## config.mk

```make
export PLATFORM = sky130hd
export DESIGN_NAME = count_display_8digit_flat
export DESIGN_NICKNAME = d
export VERILOG_FILES = /design/src/rtl/count_display_8digit_if.sv /design/src/rtl/count_display_8digit.sv /design/src/flat_wrapper.sv
export SDC_FILE = /design/constraint.sdc
export NUM_CORES = 1
export LEC_CHECK = 0
export BUFFER_PORTS_ARGS = -buffer_cell sky130_fd_sc_hd__buf_2
export CAP_MARGIN = 20
export CORE_ASPECT_RATIO = 0.75
export CORE_MARGIN = 2
export CORE_UTILIZATION = 50
export DETAILED_ROUTE_END_ITERATION = 12
export PLACE_DENSITY = 0.79
export SLEW_MARGIN = 5
export SYNTH_ARGS = -nofsm -noshare
export SYNTH_HDL_FRONTEND = slang
export SYNTH_SLANG_ARGS = --single-unit
```

## constraint.sdc

```tcl
create_clock -name i_Clock_100MHz -period 3.1 [get_ports i_Clock_100MHz]
set_clock_uncertainty 0.2 [all_clocks]
set_input_delay 0.62 -clock i_Clock_100MHz [delete_from_list [all_inputs] [get_ports i_Clock_100MHz]]
set_output_delay 0.62 -clock i_Clock_100MHz [all_outputs]
set_load 0.05 [all_outputs]
```

## src/rtl/count_display_8digit_if.sv

```systemverilog
// count_display_8digit_if: control/status bundle for the eight-digit counter display.
//   Value    [26:0] binary value to be converted (master -> slave)
//   Update          capture-and-convert request (master -> slave)
//   Busy            conversion in progress (slave -> master)
//   Done            one-cycle pulse when new digits take effect (slave -> master)
//   Overflow        last captured Value exceeded 99999999 (slave -> master)
interface count_display_8digit_if;
    logic [26:0] Value;
    logic        Update;
    logic        Busy;
    logic        Done;
    logic        Overflow;

    modport master (
        output Value,
        output Update,
        input  Busy,
        input  Done,
        input  Overflow
    );

    modport slave (
        input  Value,
        input  Update,
        output Busy,
        output Done,
        output Overflow
    );
endinterface

```

## src/rtl/count_display_8digit.sv

```systemverilog
// count_display_8digit: converts a 27-bit binary value to eight BCD digits with a sequential
// double-dabble engine and drives a multiplexed, active-low, eight-digit seven-segment display.
//   i_Clock_100MHz  sole clock, rising edge
//   i_Clear         synchronous active-high reset; aborts any conversion
//   io_bus          Value/Update in, Busy/Done/Overflow out (slave modport)
//   o_Anode_n       active-low digit enables, bit 0 = rightmost digit
//   o_Segments_n    active-low cathodes {dp,g,f,e,d,c,b,a}
module count_display_8digit #(
    parameter int unsigned SCAN_DIV      = 100000,
    parameter bit          BLANK_LEADING = 1'b1
) (
    input  logic                         i_Clock_100MHz,
    input  logic                         i_Clear,
    count_display_8digit_if.slave        io_bus,
    output logic [7:0]                   o_Anode_n,
    output logic [7:0]                   o_Segments_n
);

    localparam int unsigned PW = (SCAN_DIV > 1) ? $clog2(SCAN_DIV) : 1;
    localparam logic [PW-1:0] PRESC_MAX = PW'(SCAN_DIV - 1);
    localparam logic [4:0] LAST_STEP = 5'd26;

    typedef enum logic [0:0] {StIdle, StConv} state_e;

    state_e      r_state;
    state_e      w_state_next;
    logic        w_capture;
    logic        w_finish;

    logic [26:0] r_shift;
    logic [31:0] r_bcd;
    logic [4:0]  r_iter;
    logic        r_overflow;
    logic        r_done;
    logic [31:0] r_digits;
    logic        r_dash;

    logic [31:0] w_bcd_adj;
    logic [31:0] w_bcd_step;

    logic [PW-1:0] r_presc;
    logic [2:0]    r_scan;
    logic [7:0]    r_anode_n;
    logic [7:0]    r_segments_n;

    logic [3:0]  w_digit;
    logic [7:0]  w_lead_zero;
    logic        w_blank;
    logic [6:0]  w_seg;

    function automatic logic [6:0] seg7(input logic [3:0] d);
        logic [6:0] s;
        case (d)
            4'd0:    s = 7'b1000000;
            4'd1:    s = 7'b1111001;
            4'd2:    s = 7'b0100100;
            4'd3:    s = 7'b0110000;
            4'd4:    s = 7'b0011001;
            4'd5:    s = 7'b0010010;
            4'd6:    s = 7'b0000010;
            4'd7:    s = 7'b1111000;
            4'd8:    s = 7'b0000000;
            4'd9:    s = 7'b0010000;
            default: s = 7'b1111111;
        endcase
        return s;
    endfunction

    // Conversion FSM
    always_comb begin
        w_state_next = r_state;
        w_capture    = 1'b0;
        w_finish     = 1'b0;
        unique case (r_state)
            StIdle: begin
                if (io_bus.Update) begin
                    w_capture    = 1'b1;
                    w_state_next = StConv;
                end
            end
            StConv: begin
                if (r_iter == LAST_STEP) begin
                    w_finish     = 1'b1;
                    w_state_next = StIdle;
                end
            end
            default: w_state_next = StIdle;
        endcase
    end

    // One double-dabble step: add 3 to every nibble >= 5, then shift left pulling in the next bit
    always_comb begin
        w_bcd_adj = '0;
        for (int i = 0; i < 8; i++) begin
            w_bcd_adj[4*i +: 4] = (r_bcd[4*i +: 4] >= 4'd5) ? r_bcd[4*i +: 4] + 4'd3
                                                              : r_bcd[4*i +: 4];
        end
        w_bcd_step = (w_bcd_adj << 1) | 32'(r_shift[26]);
    end

    always_ff @(posedge i_Clock_100MHz) begin
        if (i_Clear) begin
            r_state    <= StIdle;
            r_shift    <= '0;
            r_bcd      <= '0;
            r_iter     <= '0;
            r_overflow <= 1'b0;
            r_done     <= 1'b0;
            r_digits   <= '0;
            r_dash     <= 1'b0;
        end else begin
            r_state <= w_state_next;
            r_done  <= w_finish;
            if (w_capture) begin
                r_shift    <= io_bus.Value;
                r_bcd      <= '0;
                r_iter     <= '0;
                r_overflow <= (io_bus.Value > 27'd99999999);
            end else if (r_state == StConv) begin
                r_bcd   <= w_bcd_step;
                r_shift <= {r_shift[25:0], 1'b0};
                r_iter  <= r_iter + 5'd1;
            end
            // Old digits stay on display until the final step lands
            if (w_finish) begin
                r_digits <= w_bcd_step;
                r_dash   <= r_overflow;
            end
        end
    end

    assign io_bus.Busy     = (r_state == StConv);
    assign io_bus.Done     = r_done;
    assign io_bus.Overflow = r_overflow;

    // Display scan
    always_comb begin
        w_digit        = r_digits[{r_scan, 2'b00} +: 4];
        w_lead_zero    = '0;
        w_lead_zero[7] = (r_digits[31:28] == 4'd0);
        for (int i = 6; i >= 0; i--) begin
            w_lead_zero[i] = w_lead_zero[i+1] & (r_digits[4*i +: 4] == 4'd0);
        end
        // Digit 0 is never blanked so a zero value still shows '0'
        w_blank = BLANK_LEADING && !r_dash && (r_scan != 3'd0) && w_lead_zero[r_scan];
        if (r_dash) begin
            w_seg = 7'b0111111;
        end else if (w_blank) begin
            w_seg = 7'b1111111;
        end else begin
            w_seg = seg7(w_digit);
        end
    end

    always_ff @(posedge i_Clock_100MHz) begin
        if (i_Clear) begin
            r_presc      <= '0;
            r_scan       <= '0;
            r_anode_n    <= 8'b1111_1110;
            r_segments_n <= 8'b1100_0000;
        end else begin
            if (r_presc == PRESC_MAX) begin
                r_presc <= '0;
                r_scan  <= r_scan + 3'd1;
            end else begin
                r_presc <= r_presc + 1'b1;
            end
            r_anode_n    <= ~(8'b0000_0001 << r_scan);
            r_segments_n <= {1'b1, w_seg};
        end
    end

    assign o_Anode_n    = r_anode_n;
    assign o_Segments_n = r_segments_n;

endmodule

```

## src/flat_wrapper.sv

```systemverilog
// flat-port wrapper written by rule: the top's interface ports become plain ports
module count_display_8digit_flat 
#(
    parameter int unsigned SCAN_DIV      = 100000,
    parameter bit          BLANK_LEADING = 1'b1
)
  (i_Clock_100MHz, i_Clear, o_Anode_n, o_Segments_n, io_bus_Value, io_bus_Update, io_bus_Busy, io_bus_Done, io_bus_Overflow);
  count_display_8digit_if io_bus_i ();
  input  logic i_Clock_100MHz;
  input  logic i_Clear;
  output logic [7:0] o_Anode_n;
  output logic [7:0] o_Segments_n;
  input wire logic [$bits(io_bus_i.Value)-1:0] io_bus_Value;
  input wire logic [$bits(io_bus_i.Update)-1:0] io_bus_Update;
  output wire logic [$bits(io_bus_i.Busy)-1:0] io_bus_Busy;
  output wire logic [$bits(io_bus_i.Done)-1:0] io_bus_Done;
  output wire logic [$bits(io_bus_i.Overflow)-1:0] io_bus_Overflow;
  assign io_bus_i.Value = io_bus_Value;
  assign io_bus_i.Update = io_bus_Update;
  assign io_bus_Busy = io_bus_i.Busy;
  assign io_bus_Done = io_bus_i.Done;
  assign io_bus_Overflow = io_bus_i.Overflow;
  count_display_8digit #(.SCAN_DIV(SCAN_DIV), .BLANK_LEADING(BLANK_LEADING)) u_core (.i_Clock_100MHz(i_Clock_100MHz), .i_Clear(i_Clear), .io_bus(io_bus_i), .o_Anode_n(o_Anode_n), .o_Segments_n(o_Segments_n));
endmodule
```

==> Flow_metrics.wiki, run 1 <==
{| class="wikitable"
! Metric !! Value
|-
| Run status || complete, no violations
|-
| Top FF cell, synth || sky130_fd_sc_hd__dfxtp_1
|-
| Highest metal layer with signal wires || met4
|-
| Longest Clk Path Bufs || 2
|-
| Hold Path Cell Cnt || 1
|-
| Share of total power consumed by net switching || 0.2442
|-
| Post-cts gate resize count || 0
|-
| First-pass GRT wire length || 22290 um
|-
| Total area of multi-input combinational cells || 0.003433 mm2
|-
| Post-Synthesis Mean Instance Area || about 8.6 um2
|-
| Top-level port count || about 50
|-
| Leading cell types in the layout, fill and taps excluded || sky130_fd_sc_hd__nor2_1 (136), sky130_fd_sc_hd__dfxtp_1 (134), sky130_fd_sc_hd__nand2_1 (80), sky130_fd_sc_hd__a21oi_1 (78), sky130_fd_sc_hd__mux2i_1 (56)
|-
| Finished Cell Area || between 0.007 and 0.008 mm2
|-
| Full die area || ~0.014 mm2
|-
| Final hold slack || about 280 ps
|-
| Startpoint class of the critical path || register
|-
| Endpoint required time on the critical path || 3180 ps
|-
| Slowest Stage Delay on Critical Path || 610 ps
|-
| Layout overhead on the synthesized area || 14.79%
|-
| Type of the setup path with the least slack || reg2reg
|-
| HPWL after DPL || between 8000 and 9000 um
|-
| Grt ovf || 0
|-
| Share of total power in sequential cells || 0.448
|-
| Post-layout worst setup margin || slightly above 400 ps
|-
| Worst rel slew slack || 0.5895
|-
| Overall fraction of global-route tracks in use || 0.2008
|-
| Clock latency on the worst-skew pair || approximately 410 ps
|-
| Routed wire length || around 13000 um
|-
| Count of routing violations after the opening detailed-route iteration || 359
|-
| Number of enable flip-flop cells after synthesis || 0
|-
| Biggest fanout along the worst timing path || 7
|-
| Vias in the first global route || 4640
|-
| Worst path top cell family by delay || multiplexers
|-
| Hold path start || u_core.r_presc[0]$_SDFF_PP0_
|-
| Cell area after synthesis || ~0.0064 mm2
|-
| Share of final-layout standard cells stronger than drive strength 1 || 0.1233
|-
| Number of optimization iterations in the first detailed-route pass || 5
|-
| Clock power frac || 0.493
|-
| WL/cell || 13.59 um
|-
| Remaining antenna violation count || 0
|-
| Internal power consumption || between 3 and 4 mW
|-
| Diodes inserted || 0
|-
| Worst setup EP type || register
|-
| Net count of the finished layout || 843
|-
| Data arrival, critical path || 2770 ps
|-
| Combinational group share of total power || 0.059
|-
| Slowest cell on the critical path || sky130_fd_sc_hd__mux4_1
|-
| Wire length on met1 || between 6000 and 7000 um
|-
| Core footprint || between 0.01 and 0.015 mm2
|-
| Clock Sinks || approximately 140
|-
| GPL Wtd Cong || 0.9411
|-
| TritonCTS clock tree || built
|-
| Die Width || between 100 and 150 um
|-
| Worst path cell trace || mux4_1, mux2i_1, inv_1, ha_1, a21oi_1, o21ai_0, o2bb2ai_1
|-
| Initial antenna violation count || 0
|-
| Amount of wire on met3 after detailed routing || 631 um
|-
| Setup bufs post-CTS || 0
|-
| Minimum setup slack after placement || 532.5 ps
|-
| Cells after DPL || 930
|-
| Detailed-route DRC error count || 0
|-
| Effective utilization at floorplan || 0.5161
|-
| Total count of max-transition violations in the final report || 0
|-
| Total number of vias || just over 5000
|-
| Count of final setup violators || 0
|-
| Synth async-reset ratio || 0
|-
| Fillcell total || a little over 1000
|-
| Summed negative setup slack over all endpoints || 0 ps
|-
| Path depth of the worst reg2reg path || 7
|-
| Slack of the worst reg-to-reg path || between 400 and 500 ps
|-
| Worst-case hold path end point || u_core.r_presc[0]$_SDFF_PP0_
|-
| Clock transition at path regs || roughly 60 ps
|-
| FF-to-FF End || u_core.o_Segments_n[3]$_SDFF_PP0_
|-
| Flip-flop and latch count after synthesis || 135
|-
| Sequential-to-total area share from yosys stat || 0.4225
|-
| Path class of the lowest-slack min-delay path || reg2reg
|-
| Reg-to-Reg Start || u_core.r_scan[1]$_SDFFE_PP0P_
|-
| Placed inst area || 0.006755 mm2
|-
| H-Tree Depth || 4
|-
| Maximum vdd drop || between 400 and 500 uV
|-
| Minimum clock period || between 2000 and 3000 ps
|-
| Final core utilization || 0.5924
|-
| Switching power || between 0.9 and 1 mW
|-
| Yosys warns || 0
|-
| Buffers added on ports || 47
|-
| Maximum Capacitance Violations || 0
|-
| Hold violation count in the final report || 0
|-
| Post-route non-filler standard cell count || just under 1000
|-
| Met2 routed WL || about 5700 um
|-
| Leak || slightly below 3 nW
|-
| Fmax achieved || about 370 MHz
|-
| Buffers plus inverters on the worst setup path || 1
|-
| Clock buffers created by TritonCTS || 17
|-
| Syn Inst Count || between 700 and 800
|-
| Storage cell area || roughly 0.0027 mm2
|-
| Chip height || between 100 and 150 um
|-
| Routed vias/inst || 5.403
|-
| Clk root buf || sky130_fd_sc_hd__clkbuf_16
|-
| Row count || 35
|-
| Number of hold buffers added after cts || 0
|-
| Post-route total power || between 4 and 5 mW
|-
| Number of distinct library cell variants in the gate-level netlist after synthesis || 45
|-
| Ratio of total power to cell area || 547.0 mW/mm2
|-
| Unrepaired setup endpoints after global routing || no
|-
| Measured slew at the worst slew-check pin || 612.8 ps
|-
| Number of nets produced by synthesis || 806
|-
| Fin crit share || 0.8665
|-
| Most common cell after layout, fill and taps aside || sky130_fd_sc_hd__nor2_1
|-
| Maximum number of pins on one net before global-route repair || 50
|}
## worst max-delay path by stage
stage | from | to | slack (ps) | depth (start not counted)
floorplan | u_core.r_scan[0]$_SDFFE_PP0P_ | u_core.o_Segments_n[5]$_SDFF_PP0_ | 750 | 8
global placement | u_core.r_scan[1]$_SDFFE_PP0P_ | u_core.o_Segments_n[3]$_SDFF_PP0_ | 610 | 7
detailed placement | u_core.r_scan[1]$_SDFFE_PP0P_ | u_core.o_Segments_n[3]$_SDFF_PP0_ | 530 | 7
CTS | u_core.r_scan[1]$_SDFFE_PP0P_ | u_core.o_Segments_n[3]$_SDFF_PP0_ | 450 | 7
global route | u_core.r_scan[1]$_SDFFE_PP0P_ | u_core.o_Segments_n[3]$_SDFF_PP0_ | 280 | 7
finish | u_core.r_scan[1]$_SDFFE_PP0P_ | u_core.o_Segments_n[3]$_SDFF_PP0_ | 410 | 7
## layer usage
metal / global-route usage / vias up
met1: 0.2874 / 2410
met3: 0.05109 / 12
li1: - / 2640
met5: 0 / -
met2: 0.3026 / 130
met4: 0.05506 / 0
## sequential cells by signal (all words and copies together), names as in the netlist, 3 cells and up
signal               count
u_core.r_iter            5
u_core.r_bcd            32
u_core.r_shift          27
u_core.r_scan            3
u_core.o_Segments_n      7
u_core.r_presc          17
u_core.r_digits         32
u_core.o_Anode_n         8
## worst reg2reg max path, cell delays in order, from the launching register on
cell	delay, ps
sky130_fd_sc_hd__dfxtp_1	530
sky130_fd_sc_hd__mux4_1	610
sky130_fd_sc_hd__mux2i_1	430
sky130_fd_sc_hd__inv_1	160
sky130_fd_sc_hd__ha_1	210
sky130_fd_sc_hd__a21oi_1	160
sky130_fd_sc_hd__o21ai_0	120
sky130_fd_sc_hd__o2bb2ai_1	140
## power groups by stage
stage	combinational, mW	sequential [mW]	clock, mW
floorplan	0.183	1.83	0
global placement	0.232	1.84	0
detailed placement	0.237	1.84	0
CTS	0.239	1.80	2.01
global route	0.270	1.81	2.10
finish	0.237	1.80	1.98
## synthesized netlist by cell type, drive strengths merged, types with 11 or more instances
cell	number	area share
a211oi	16	0.019
a21oi	79	0.062
buf	11	0.0090
clkbuf	28	0.016
dfxtp	135	0.42
ha	30	0.059
inv	25	0.015
mux2i	57	0.091
nand2	80	0.047
nand2b	12	0.012
nand3	14	0.011
nor2	136	0.080
o21ai	25	0.020
xnor2	14	0.019
xor2	13	0.018
## final cells by class
type | count | share of cell area
multi-input combinational | 546 | 0.4676
sequential | 135 | 0.3686
clock buffer | 18 | 0.06135
timing repair buffer | 57 | 0.04226
tap | 166 | 0.02829
clock inverter | 13 | 0.01858
inverter | 26 | 0.01329
## cell families (layout without fill, tap and decap cells)
group                    count (synthesis)  in the layout  synth area share
flip-flops                             135            135            0.4225
buffers and inverters                   65            114           0.04069
multiplexers                            66             66            0.1234
adder cells (fa/ha/maj)                 30             30           0.05869
XOR/XNOR                                27             27           0.03697
other                                    1              1         0.0005863
AO/OA/AOI/OAI                          137            137            0.1230
AND/OR/NAND/NOR                        285            285            0.1941
No activity file was read; power rests on OpenSTA's default activity.
==> run 2: changes to the inputs <==
PLACE_DENSITY = 0.71   (was 0.79)
==> run 2 against run 1 <==
First-iteration DRC count down 18%. Count of clock-buffer cells in the layout up 1. Largest cell class unchanged. Setup slack worse by 130 ps. Largest power group unchanged. Cell count up 0.10%.
==> Flow_metrics.wiki, run 2 (synthesized netlist as in run 1, its figures left out) <==
{| class="wikitable"
! Metric !! Value
|-
| Ratio of total power to cell area || 554.0 mW/mm2 (was 547.0 mW/mm2)
|-
| Initial antenna violation count || 0 (unchanged)
|-
| Final hold slack || 260.3 ps (was 275.4 ps)
|-
| Maximum Capacitance Violations || 0 (unchanged)
|-
| Vias in the first global route || 4943 (was 4640)
|-
| Finished Cell Area || 0.007363 mm2 (was 0.007342 mm2)
|-
| Worst path cell trace || mux4_1, mux2i_1, inv_1, ha_1, a21oi_1, o21ai_0, o2bb2ai_1 (unchanged)
|-
| Die Width || 134.6 um (unchanged)
|-
| Count of final setup violators || 0 (unchanged)
|-
| Path class of the lowest-slack min-delay path || reg2reg (unchanged)
|-
| Remaining antenna violation count || 0 (unchanged)
|-
| Data arrival, critical path || 2900 ps (was 2770 ps)
|-
| Slowest Stage Delay on Critical Path || 680 ps (was 610 ps)
|-
| Top-level port count || 49 (unchanged)
|-
| Placed inst area || 0.006755 mm2 (unchanged)
|-
| Maximum number of pins on one net before global-route repair || 55 (was 50)
|-
| Worst rel slew slack || 0.5644 (was 0.5895)
|-
| Detailed-route DRC error count || 0 (unchanged)
|-
| GPL Wtd Cong || 0.9350 (was 0.9411)
|-
| Measured slew at the worst slew-check pin || 635.3 ps (was 612.8 ps)
|-
| Biggest fanout along the worst timing path || 13 (was 7)
|-
| Slack of the worst reg-to-reg path || 290 ps (was 410 ps)
|-
| Leak || 2.951 nW (was 2.942 nW)
|-
| Endpoint required time on the critical path || 3190 ps (was 3180 ps)
|-
| Clock transition at path regs || 60 ps (about the same)
|-
| Number of hold buffers added after cts || 0 (unchanged)
|-
| Routed wire length || 13450 um (was 13060 um)
|-
| Number of optimization iterations in the first detailed-route pass || 5 (unchanged)
|-
| Summed negative setup slack over all endpoints || 0 ps (unchanged)
|-
| Full die area || 0.01372 mm2 (unchanged)
|-
| Minimum clock period || 2812 ps (was 2686 ps)
|-
| Hold violation count in the final report || 0 (unchanged)
|-
| Clock buffers created by TritonCTS || 17 (unchanged)
|-
| Row count || 35 (unchanged)
|-
| Fmax achieved || 355.6 MHz (was 372.3 MHz)
|-
| Core footprint || 0.01239 mm2 (unchanged)
|-
| Count of routing violations after the opening detailed-route iteration || 296 (was 359)
|-
| Total count of max-transition violations in the final report || 0 (unchanged)
|-
| Effective utilization at floorplan || 0.5161 (unchanged)
|-
| Clk root buf || sky130_fd_sc_hd__clkbuf_16 (unchanged)
|-
| Layout overhead on the synthesized area || 15.12% (was 14.79%)
|-
| Diodes inserted || 0 (unchanged)
|-
| Total number of vias || 5246 (was 5192)
|-
| H-Tree Depth || 4 (unchanged)
|-
| Grt ovf || 0 (unchanged)
|-
| Worst setup EP type || register (unchanged)
|-
| Fin crit share || 0.9070 (was 0.8665)
|-
| First-pass GRT wire length || 23090 um (was 22290 um)
|-
| Fillcell total || 1040 (was 1033)
|-
| Type of the setup path with the least slack || reg2reg (unchanged)
|-
| TritonCTS clock tree || built (unchanged)
|-
| Startpoint class of the critical path || register (unchanged)
|-
| Run status || complete, no violations (unchanged)
|-
| Longest Clk Path Bufs || 2 (unchanged)
|-
| Share of final-layout standard cells stronger than drive strength 1 || 0.1244 (was 0.1233)
|-
| Buffers added on ports || 47 (unchanged)
|-
| Most common cell after layout, fill and taps aside || sky130_fd_sc_hd__nor2_1 (unchanged)
|-
| Post-cts gate resize count || 0 (unchanged)
|-
| Routed vias/inst || 5.453 (was 5.403)
|-
| Chip height || 102.0 um (unchanged)
|-
| Clock latency on the worst-skew pair || 420 ps (was 410 ps)
|-
| Slowest cell on the critical path || sky130_fd_sc_hd__dfxtp_1 (was sky130_fd_sc_hd__mux4_1)
|-
| Final core utilization || 0.5941 (was 0.5924)
|-
| Unrepaired setup endpoints after global routing || no (unchanged)
|-
| Clock Sinks || 135 (unchanged)
|-
| Overall fraction of global-route tracks in use || 0.2104 (was 0.2008)
|-
| Net count of the finished layout || 843 (unchanged)
|-
| WL/cell || 13.99 um (was 13.59 um)
|-
| Leading cell types in the layout, fill and taps excluded || sky130_fd_sc_hd__nor2_1 (136), sky130_fd_sc_hd__dfxtp_1 (134), sky130_fd_sc_hd__nand2_1 (80), sky130_fd_sc_hd__a21oi_1 (78), sky130_fd_sc_hd__mux2i_1 (56) (unchanged)
|-
| Setup bufs post-CTS || 0 (unchanged)
|-
| HPWL after DPL || 9258 um (was 8717 um)
|-
| Registers with the highest flip-flop counts || u_core.r_bcd: 32 flops, u_core.r_digits: 32 flops, u_core.r_shift: 27 flops (unchanged)
|-
| Maximum vdd drop || 413.7 uV (was 440.8 uV)
|}
[run 2: metrics by stage]
| step | worst slack, ps | instances | total power [mW] |
|---|---|---|---|
| global route | 107.4 | 962 | 4.237 |
| floorplan | 749.0 | 746 | 2.014 |
| detailed placement | 311.9 | 930 | 2.078 |
| finish | 288.2 | 962 | 4.080 |
| CTS | 302.7 | 962 | 4.111 |
| global placement | 435.7 | 930 | 2.065 |
[run 2: where the power goes]
group | total, mW | switching, mW | internal [mW]
clock network | 2.04 | 0.780 | 1.26
logic | 0.239 | 0.144 | 0.0954
registers | 1.80 | 0.0316 | 1.77
total | 4.08 | 0.955 | 3.12
[run 2: cell type report]
| class | count | area (um2) | area share |
|---|---|---|---|
| tap | 166 | 207.7 | 0.02821 |
| multi-input combinational | 546 | 3433 | 0.4663 |
| timing repair buffer | 57 | 310.3 | 0.04214 |
| clock buffer | 19 | 464.2 | 0.06304 |
| clock inverter | 13 | 143.9 | 0.01954 |
| inverter | 26 | 97.59 | 0.01325 |
| sequential | 135 | 2706 | 0.3675 |
[run 2: routing by layer]
layer | global-route usage | routed length (um) | up-vias
li1 | - | - | 2645
met2 | 0.3450 | 6168 | 95
met5 | 0 | 0 | -
met3 | 0.05605 | 606 | 22
met4 | 0.07449 | 247 | 0
met1 | 0.2715 | 6431 | 2484
[run 2: final timing paths]
check | cells after the start | start | to
worst min-delay path | 1 | u_core.r_presc[0]$_SDFF_PP0_ | u_core.r_presc[0]$_SDFF_PP0_
worst max register to register | 7 | u_core.r_scan[1]$_SDFFE_PP0P_ | u_core.o_Segments_n[3]$_SDFF_PP0_
worst max-delay path | 7 | u_core.r_scan[1]$_SDFFE_PP0P_ | u_core.o_Segments_n[3]$_SDFF_PP0_
worst min register to register | 1 | u_core.r_presc[0]$_SDFF_PP0_ | u_core.r_presc[0]$_SDFF_PP0_
[run 2: worst max-delay path, delay by kind of cell (launching register included)]
kind	cells	cell delay [ps]
buffers and inverters	1	130
muxes	2	1030
DFF	1	680
AOI/OAI and AO/OA	3	440
adders and majority gates	1	210
